$ cat src/rtl/bnn_layer_seq.sv
`timescale 1ns/1ps
// ---------------------------------------------------------------------------
// bnn_layer_seq
//
// Binary dense layer with N_OUT neurons of N_IN weights each. Every neuron
// computes popcount(~(in ^ W[k])) and fires when that count is >= its
// threshold T[k]. A single popcount datapath is time-multiplexed over the
// neurons, one neuron per enabled clock, so a run takes N_OUT cycles.
//
// Weights and thresholds are loaded at runtime as a stream of LW-bit chunks.
// Each neuron's record is {pad, T[TW-1:0], W[N_IN-1:0]} sent LSB-first in
// CPN chunks; neuron 0 first. Bits land in storage as each chunk is accepted.
//
// Ports
//   clk         in   1      clock, rising edge
//   reset       in   1      asynchronous, active-high reset
//   ena         in   1      global enable; low freezes all state
//   load_valid  in   1      load chunk valid
//   load_data   in   LW     load chunk
//   load_ready  out  1      chunk accepted when load_valid & load_ready
//   load_done   out  1      1-cycle pulse: last chunk of last neuron accepted
//   start       in   1      evaluation request, sampled only in IDLE
//   in_vec      in   N_IN   input activations, captured on accepted start
//   busy        out  1      evaluation in progress
//   out_valid   out  1      1-cycle pulse: out_vec updated
//   out_vec     out  N_OUT  neuron outputs, bit k = neuron k; held between runs
// ---------------------------------------------------------------------------
module bnn_layer_seq #(
    parameter int N_IN  = 8,
    parameter int N_OUT = 8,
    parameter int LW    = 4
) (
    input  logic             clk,
    input  logic             reset,
    input  logic             ena,
    input  logic             load_valid,
    input  logic [LW-1:0]    load_data,
    output logic             load_ready,
    output logic             load_done,
    input  logic             start,
    input  logic [N_IN-1:0]  in_vec,
    output logic             busy,
    output logic             out_valid,
    output logic [N_OUT-1:0] out_vec
);

    localparam int TW  = $clog2(N_IN + 1);           // popcount / threshold width
    localparam int RW  = N_IN + TW;                  // meaningful record bits
    localparam int CPN = (RW + LW - 1) / LW;         // chunks per neuron
    localparam int KW  = (N_OUT > 1) ? $clog2(N_OUT) : 1;
    localparam int CW  = (CPN > 1) ? $clog2(CPN) : 1;

    typedef enum logic {
        IDLE = 1'b0,
        RUN  = 1'b1
    } state_t;

    state_t            state_reg;
    logic [KW-1:0]     k_reg;
    logic [N_IN-1:0]   in_reg;
    logic [N_OUT-1:0]  res_reg;
    logic [N_OUT-1:0]  res_next;

    logic [KW-1:0]     ptr_neuron_reg;
    logic [CW-1:0]     ptr_chunk_reg;

    logic [N_IN-1:0]   w_arr [N_OUT];
    logic [TW-1:0]     t_arr [N_OUT];

    logic              load_fire;
    logic              last_chunk;
    logic              last_neuron;

    // ------------------------------------------------------------------
    // Load handshake. start wins over a chunk offered in the same cycle,
    // which is why ~start gates ready.
    // ------------------------------------------------------------------
    assign load_ready  = (state_reg == IDLE) & ena & ~start;
    assign load_fire   = load_valid & load_ready;
    assign last_chunk  = (ptr_chunk_reg == CW'(CPN - 1));
    assign last_neuron = (ptr_neuron_reg == KW'(N_OUT - 1));
    assign busy        = (state_reg == RUN);

    always_ff @(posedge clk or posedge reset) begin
        if (reset) begin
            ptr_neuron_reg <= '0;
            ptr_chunk_reg  <= '0;
            load_done      <= 1'b0;
        end else begin
            // Pulse is regenerated every edge; a disabled edge cannot
            // accept a chunk, so it also cannot produce a pulse.
            load_done <= load_fire & last_chunk & last_neuron;
            if (load_fire) begin
                if (last_chunk) begin
                    ptr_chunk_reg  <= '0;
                    ptr_neuron_reg <= last_neuron ? '0 : ptr_neuron_reg + 1'b1;
                end else begin
                    ptr_chunk_reg  <= ptr_chunk_reg + 1'b1;
                end
            end
        end
    end

    // ------------------------------------------------------------------
    // Per-neuron record storage. Record bit b belongs to chunk b/LW at
    // lane b%LW; only the bits of the chunk being accepted are written,
    // so a partially reloaded neuron mixes old and new bits. Pad lanes
    // of the final chunk have no storage.
    // ------------------------------------------------------------------
    genvar gi;
    generate
        for (gi = 0; gi < N_OUT; gi++) begin : gen_neuron
            logic [RW-1:0] rec_reg;

            always_ff @(posedge clk or posedge reset) begin
                if (reset) begin
                    rec_reg <= '0;
                end else if (load_fire && (ptr_neuron_reg == KW'(gi))) begin
                    for (int b = 0; b < RW; b++) begin
                        if (ptr_chunk_reg == CW'(b / LW)) begin
                            rec_reg[b] <= load_data[b % LW];
                        end
                    end
                end
            end

            assign w_arr[gi] = rec_reg[N_IN-1:0];
            assign t_arr[gi] = rec_reg[RW-1:N_IN];
        end
    endgenerate

    // ------------------------------------------------------------------
    // Shared evaluation datapath for neuron k_reg.
    // ------------------------------------------------------------------
    logic [N_IN-1:0] w_sel;
    logic [TW-1:0]   t_sel;
    logic [N_IN-1:0] match_vec;
    logic [TW-1:0]   sum;
    logic            fire;

    always_comb begin
        w_sel     = w_arr[k_reg];
        t_sel     = t_arr[k_reg];
        match_vec = ~(in_reg ^ w_sel);
        sum       = '0;
        for (int i = 0; i < N_IN; i++) begin
            sum = sum + TW'(match_vec[i]);
        end
        // Unsigned compare: T=0 always fires, T>N_IN never fires.
        fire      = (sum >= t_sel);
        res_next  = res_reg;
        res_next[k_reg] = fire;
    end

    // ------------------------------------------------------------------
    // Control FSM with registered outputs.
    // ------------------------------------------------------------------
    always_ff @(posedge clk or posedge reset) begin
        if (reset) begin
            state_reg <= IDLE;
            k_reg     <= '0;
            in_reg    <= '0;
            res_reg   <= '0;
            out_vec   <= '0;
            out_valid <= 1'b0;
        end else begin
            // Default low so the pulse lasts exactly one cycle and never
            // appears after a disabled edge.
            out_valid <= 1'b0;
            if (ena) begin
                case (state_reg)
                    IDLE: begin
                        if (start) begin
                            in_reg    <= in_vec;
                            k_reg     <= '0;
                            state_reg <= RUN;
                        end
                    end
                    RUN: begin
                        res_reg <= res_next;
                        if (k_reg == KW'(N_OUT - 1)) begin
                            out_vec   <= res_next;
                            out_valid <= 1'b1;
                            state_reg <= IDLE;
                        end else begin
                            k_reg <= k_reg + 1'b1;
                        end
                    end
                    default: state_reg <= IDLE;
                endcase
            end
        end
    end

endmodule

$ cat config.mk
export PLATFORM = sky130hd
export DESIGN_NAME = bnn_layer_seq
export DESIGN_NICKNAME = d
export VERILOG_FILES = /design/src/rtl/bnn_layer_seq.sv
export SDC_FILE = /design/constraint.sdc
export NUM_CORES = 1
export LEC_CHECK = 0
export BUFFER_PORTS_ARGS = -buffer_cell sky130_fd_sc_hd__clkbuf_2
export CORE_UTILIZATION = 50
export DETAILED_ROUTE_END_ITERATION = 10
export PLACE_DENSITY = 0.76
export SYNTH_ARGS = -nofsm -noshare
export SYNTH_HDL_FRONTEND = slang
export SYNTH_SLANG_ARGS = --single-unit
$ cat constraint.sdc
create_clock -name clk -period 11.3 [get_ports clk]
set_clock_uncertainty 0.2 [all_clocks]
set_input_delay 0 -clock clk [delete_from_list [all_inputs] [get_ports clk]]
set_output_delay 0 -clock clk [all_outputs]
set_load 0.1 [all_outputs]
==> flow_metrics.tcl <==
set metrics [dict create \
    netlist_top_cells_count "131 x dfrtp_1, 110 x mux2_2, 31 x nor2_1, 30 x nand2_1, 20 x mux2i_1" \
    antenna_found_initial 0 \
    startpoint_type "register" \
    die_area_um2 13600 \
    drcViolationCount 0 \
    avgSynthCellArea_um2 12.6 \
    end_kind "register" \
    ys_async_sr_fraction_pct 100 \
    grt_pass1_vias 4440 \
    max_freq_mhz 173 \
    htree_levels 4 \
    syn_inst 521 \
    vdd_ir_drop_max_mv 0.204 \
    yosysTopAreaCell "dfrtp_1" \
    setup_viol 0 \
    wirelength_mm 14.5 \
    p_sw_uw 887 \
    min_period_ns 5.76 \
    grtUsageTotal_pct 23.6 \
    die_height_um 117 \
    drive_gt1_share_pct 36.3 \
    syn_to_final_growth_pct 14.1 \
    port_buffers 28 \
    r2r_start "k_reg[1]" \
    place.gp.congestion 0.838 \
    syn_area_um2 6580 \
    p_int_mw 1.23 \
    clock_latency_ns 0.41 \
    grt_overflow 0 \
    fin_util_pct 59.1 \
    status "finished, final reports clean" \
    ys_types 51 \
    dr.pass1.iters 4 \
    pwr-share-seq_pct 28.4 \
    yosys.area_share.adder_pct 4.07 \
    comb_power_share_pct 46.9 \
    rsz0062_at_grt "false" \
    worst_setup_hold_path_clk_slew_ns 0.05 \
    cts_buffer_depth 2 \
    p_per_area_nw_per_um2 282 \
    yosysSeqAreaShare_pct 49.8 \
    cts_tree "yes" \
    dp_cells 695 \
    drv_slew 0 \
    worstPathCellList "buf_4, mux4_2, mux2i_1, xor2_1, fa_1, inv_1, fa_1, fa_1, inv_1, ha_1, inv_1, fa_1, xnor2_1, ha_1, nand2_1, o21ai_1, mux2i_1, o21ai_0" \
    diodes 0 \
    synthXorXnorAreaFrac_pct 1.20 \
    total_leakage_power_nw 3.65 \
    worstMarginPinSlew_ns 1.03 \
    rrSetupSlack_ns 5.54 \
    start_util_pct 51.8 \
    worst-setup-path-type "register to register" \
    ios 29 \
    crit_top_cell "fa_1" \
    grt_pass1_wl_mm 23.5 \
    root_buffer "clkbuf_16" \
    cts_made_buffers 17 \
    report.final.hold_viol_count 0 \
    postCtsSetupBuffers 0 \
    wl_per_cell_um 19.7 \
    postRouteAntennaNets 0 \
    tns_ns 0 \
    r2r_end "out_vec[4]" \
    hpwl_mm 9.58 \
    cp_max_fo 37 \
    muxShareOfSynthArea_pct 26.6 \
    synthFlopType "dfrtp_1" \
    synth-edff-count 0 \
    synth_compound_area_share_pct 5.82 \
    synth_top_area_share_pct 49.8 \
    reg2regPathDepth 18 \
    synthesis.nets 557 \
    fin_crit_sh_pct 51.0 \
    final_cells 739 \
    swShare_pct 41.9 \
    arrival_ns 5.88 \
    die_w_um 117 \
    cpPeakStageDelay_ns 0.78 \
    synth_warnings 0 \
    synth-simple-area-share_pct 9.37 \
    pwr-share-clk_pct 24.7 \
    largest_reg_flops 96 \
    cpMaxStageDelayCell "o21ai_1" \
    viasPerCell 5.67 \
    synth_top_family_by_area "multiplexers" \
    required_ns 11.42 \
    grt_max_degree 85 \
    cts_resized 0 \
    final_nets 591 \
    vias 4189 \
    postCtsHoldBufs 13 \
    core_um2 12700 \
    hold_class "primary input to async pin" \
    synth_area_leaders "dfrtp_1 50%, mux2_2 19%, mux2i_1 3.0%" \
    max_slew_margin_pct 31.0 \
    yosysMostFrequentCell "dfrtp_1" \
    row_count 41 \
    maxCapViolations 0 \
    drt_iter0_markers 327 \
    synth_seq_cells 131 \
    cts.sinks 131 \
]
## per-layer routing
layer,GRT usage [%],vias to the layer above,part of all wire (%)
met5,0,-,0
met4,7.76,0,1.4
met3,6.23,17,5.3
met2,39.5,85,51
met1,29.9,2163,43
li1,-,1924,-
## how the worst max path moves through the flow
stage	startpoint	endpoint	cells past startpoint
floorplan	k_reg[0]	out_vec[4]	19
global placement	k_reg[1]	out_vec[0]	18
detailed placement	k_reg[1]	out_vec[5]	18
CTS	k_reg[0]	out_vec[4]	18
global route	k_reg[1]	out_vec[4]	18
finish	k_reg[1]	out_vec[4]	18
## cells by family after synthesis
kind of cell | count (synthesis)
simple gates | 113
buf+inv | 44
mux | 147
fa+ha+maj | 19
compound gates | 58
flops | 131
xor+xnor | 9
## placed cells by master, fill, tap and decap left out, types with 8 or more instances in the layout
master         count
nor2_1            31
nand2_1           30
dfrtp_1          130
mux2i_1           20
ha_1              15
nor2b_1            9
inv_1             13
a21oi_1           13
mux4_2             8
o21ai_0           15
mux2_4             8
mux2_2           110
nand3_1            8
clkbuf_2          28
dlygate4sd3_1     13
clkbuf_16         17
## worst max-delay path: cells and delay by family, from the launching register on
kind,cells,cell delay [ns]
AOI/OAI and AO/OA,2,0.98
buffers and inverters,4,0.59
xor gates and xnor gates,2,0.26
adders and majority gates,6,2.36
muxes,3,0.91
DFF,1,0.32
and+or+nand+nor,1,0.04
## power by group through the flow
stage          sequential [mW]  clock (mW)  combinational [mW]
6_report                 0.603       0.523               0.994
5_1_grt                  0.611       0.553                1.13
4_1_cts                  0.603       0.532               0.997
3_5_place_dp             0.611           0               0.991
3_3_place_gp             0.605           0               0.948
2_1_floorplan            0.687           0               0.711
## metrics by stage
| stage | hold slack (ns) | total power, mW | setup WS, ns | area (µm²) |
|---|---|---|---|---|
| detailed placement | -0.0849 | 1.60 | 5.50 | 6820 |
| finish | 0.00790 | 2.12 | 5.54 | 7510 |
| floorplan | -0.0494 | 1.40 | 6.32 | 6580 |
| global route | 0.0889 | 2.29 | 5.13 | 7510 |
| global placement | -0.0995 | 1.55 | 5.72 | 6820 |
| CTS | 0.0311 | 2.13 | 5.52 | 7510 |
## area by class of cell
| cell class | instances | area, µm² |
|---|---|---|
| clock buffers | 27 | 523 |
| clock inverters | 4 | 45.0 |
| fillers | 1039 | 5210 |
| inverters | 14 | 55.1 |
| multi-input cells | 346 | 3100 |
| flip-flops and latches | 131 | 3280 |
| well taps | 172 | 215 |
| repair buffers | 45 | 300 |
No activity file was read; power rests on OpenSTA's default activity.
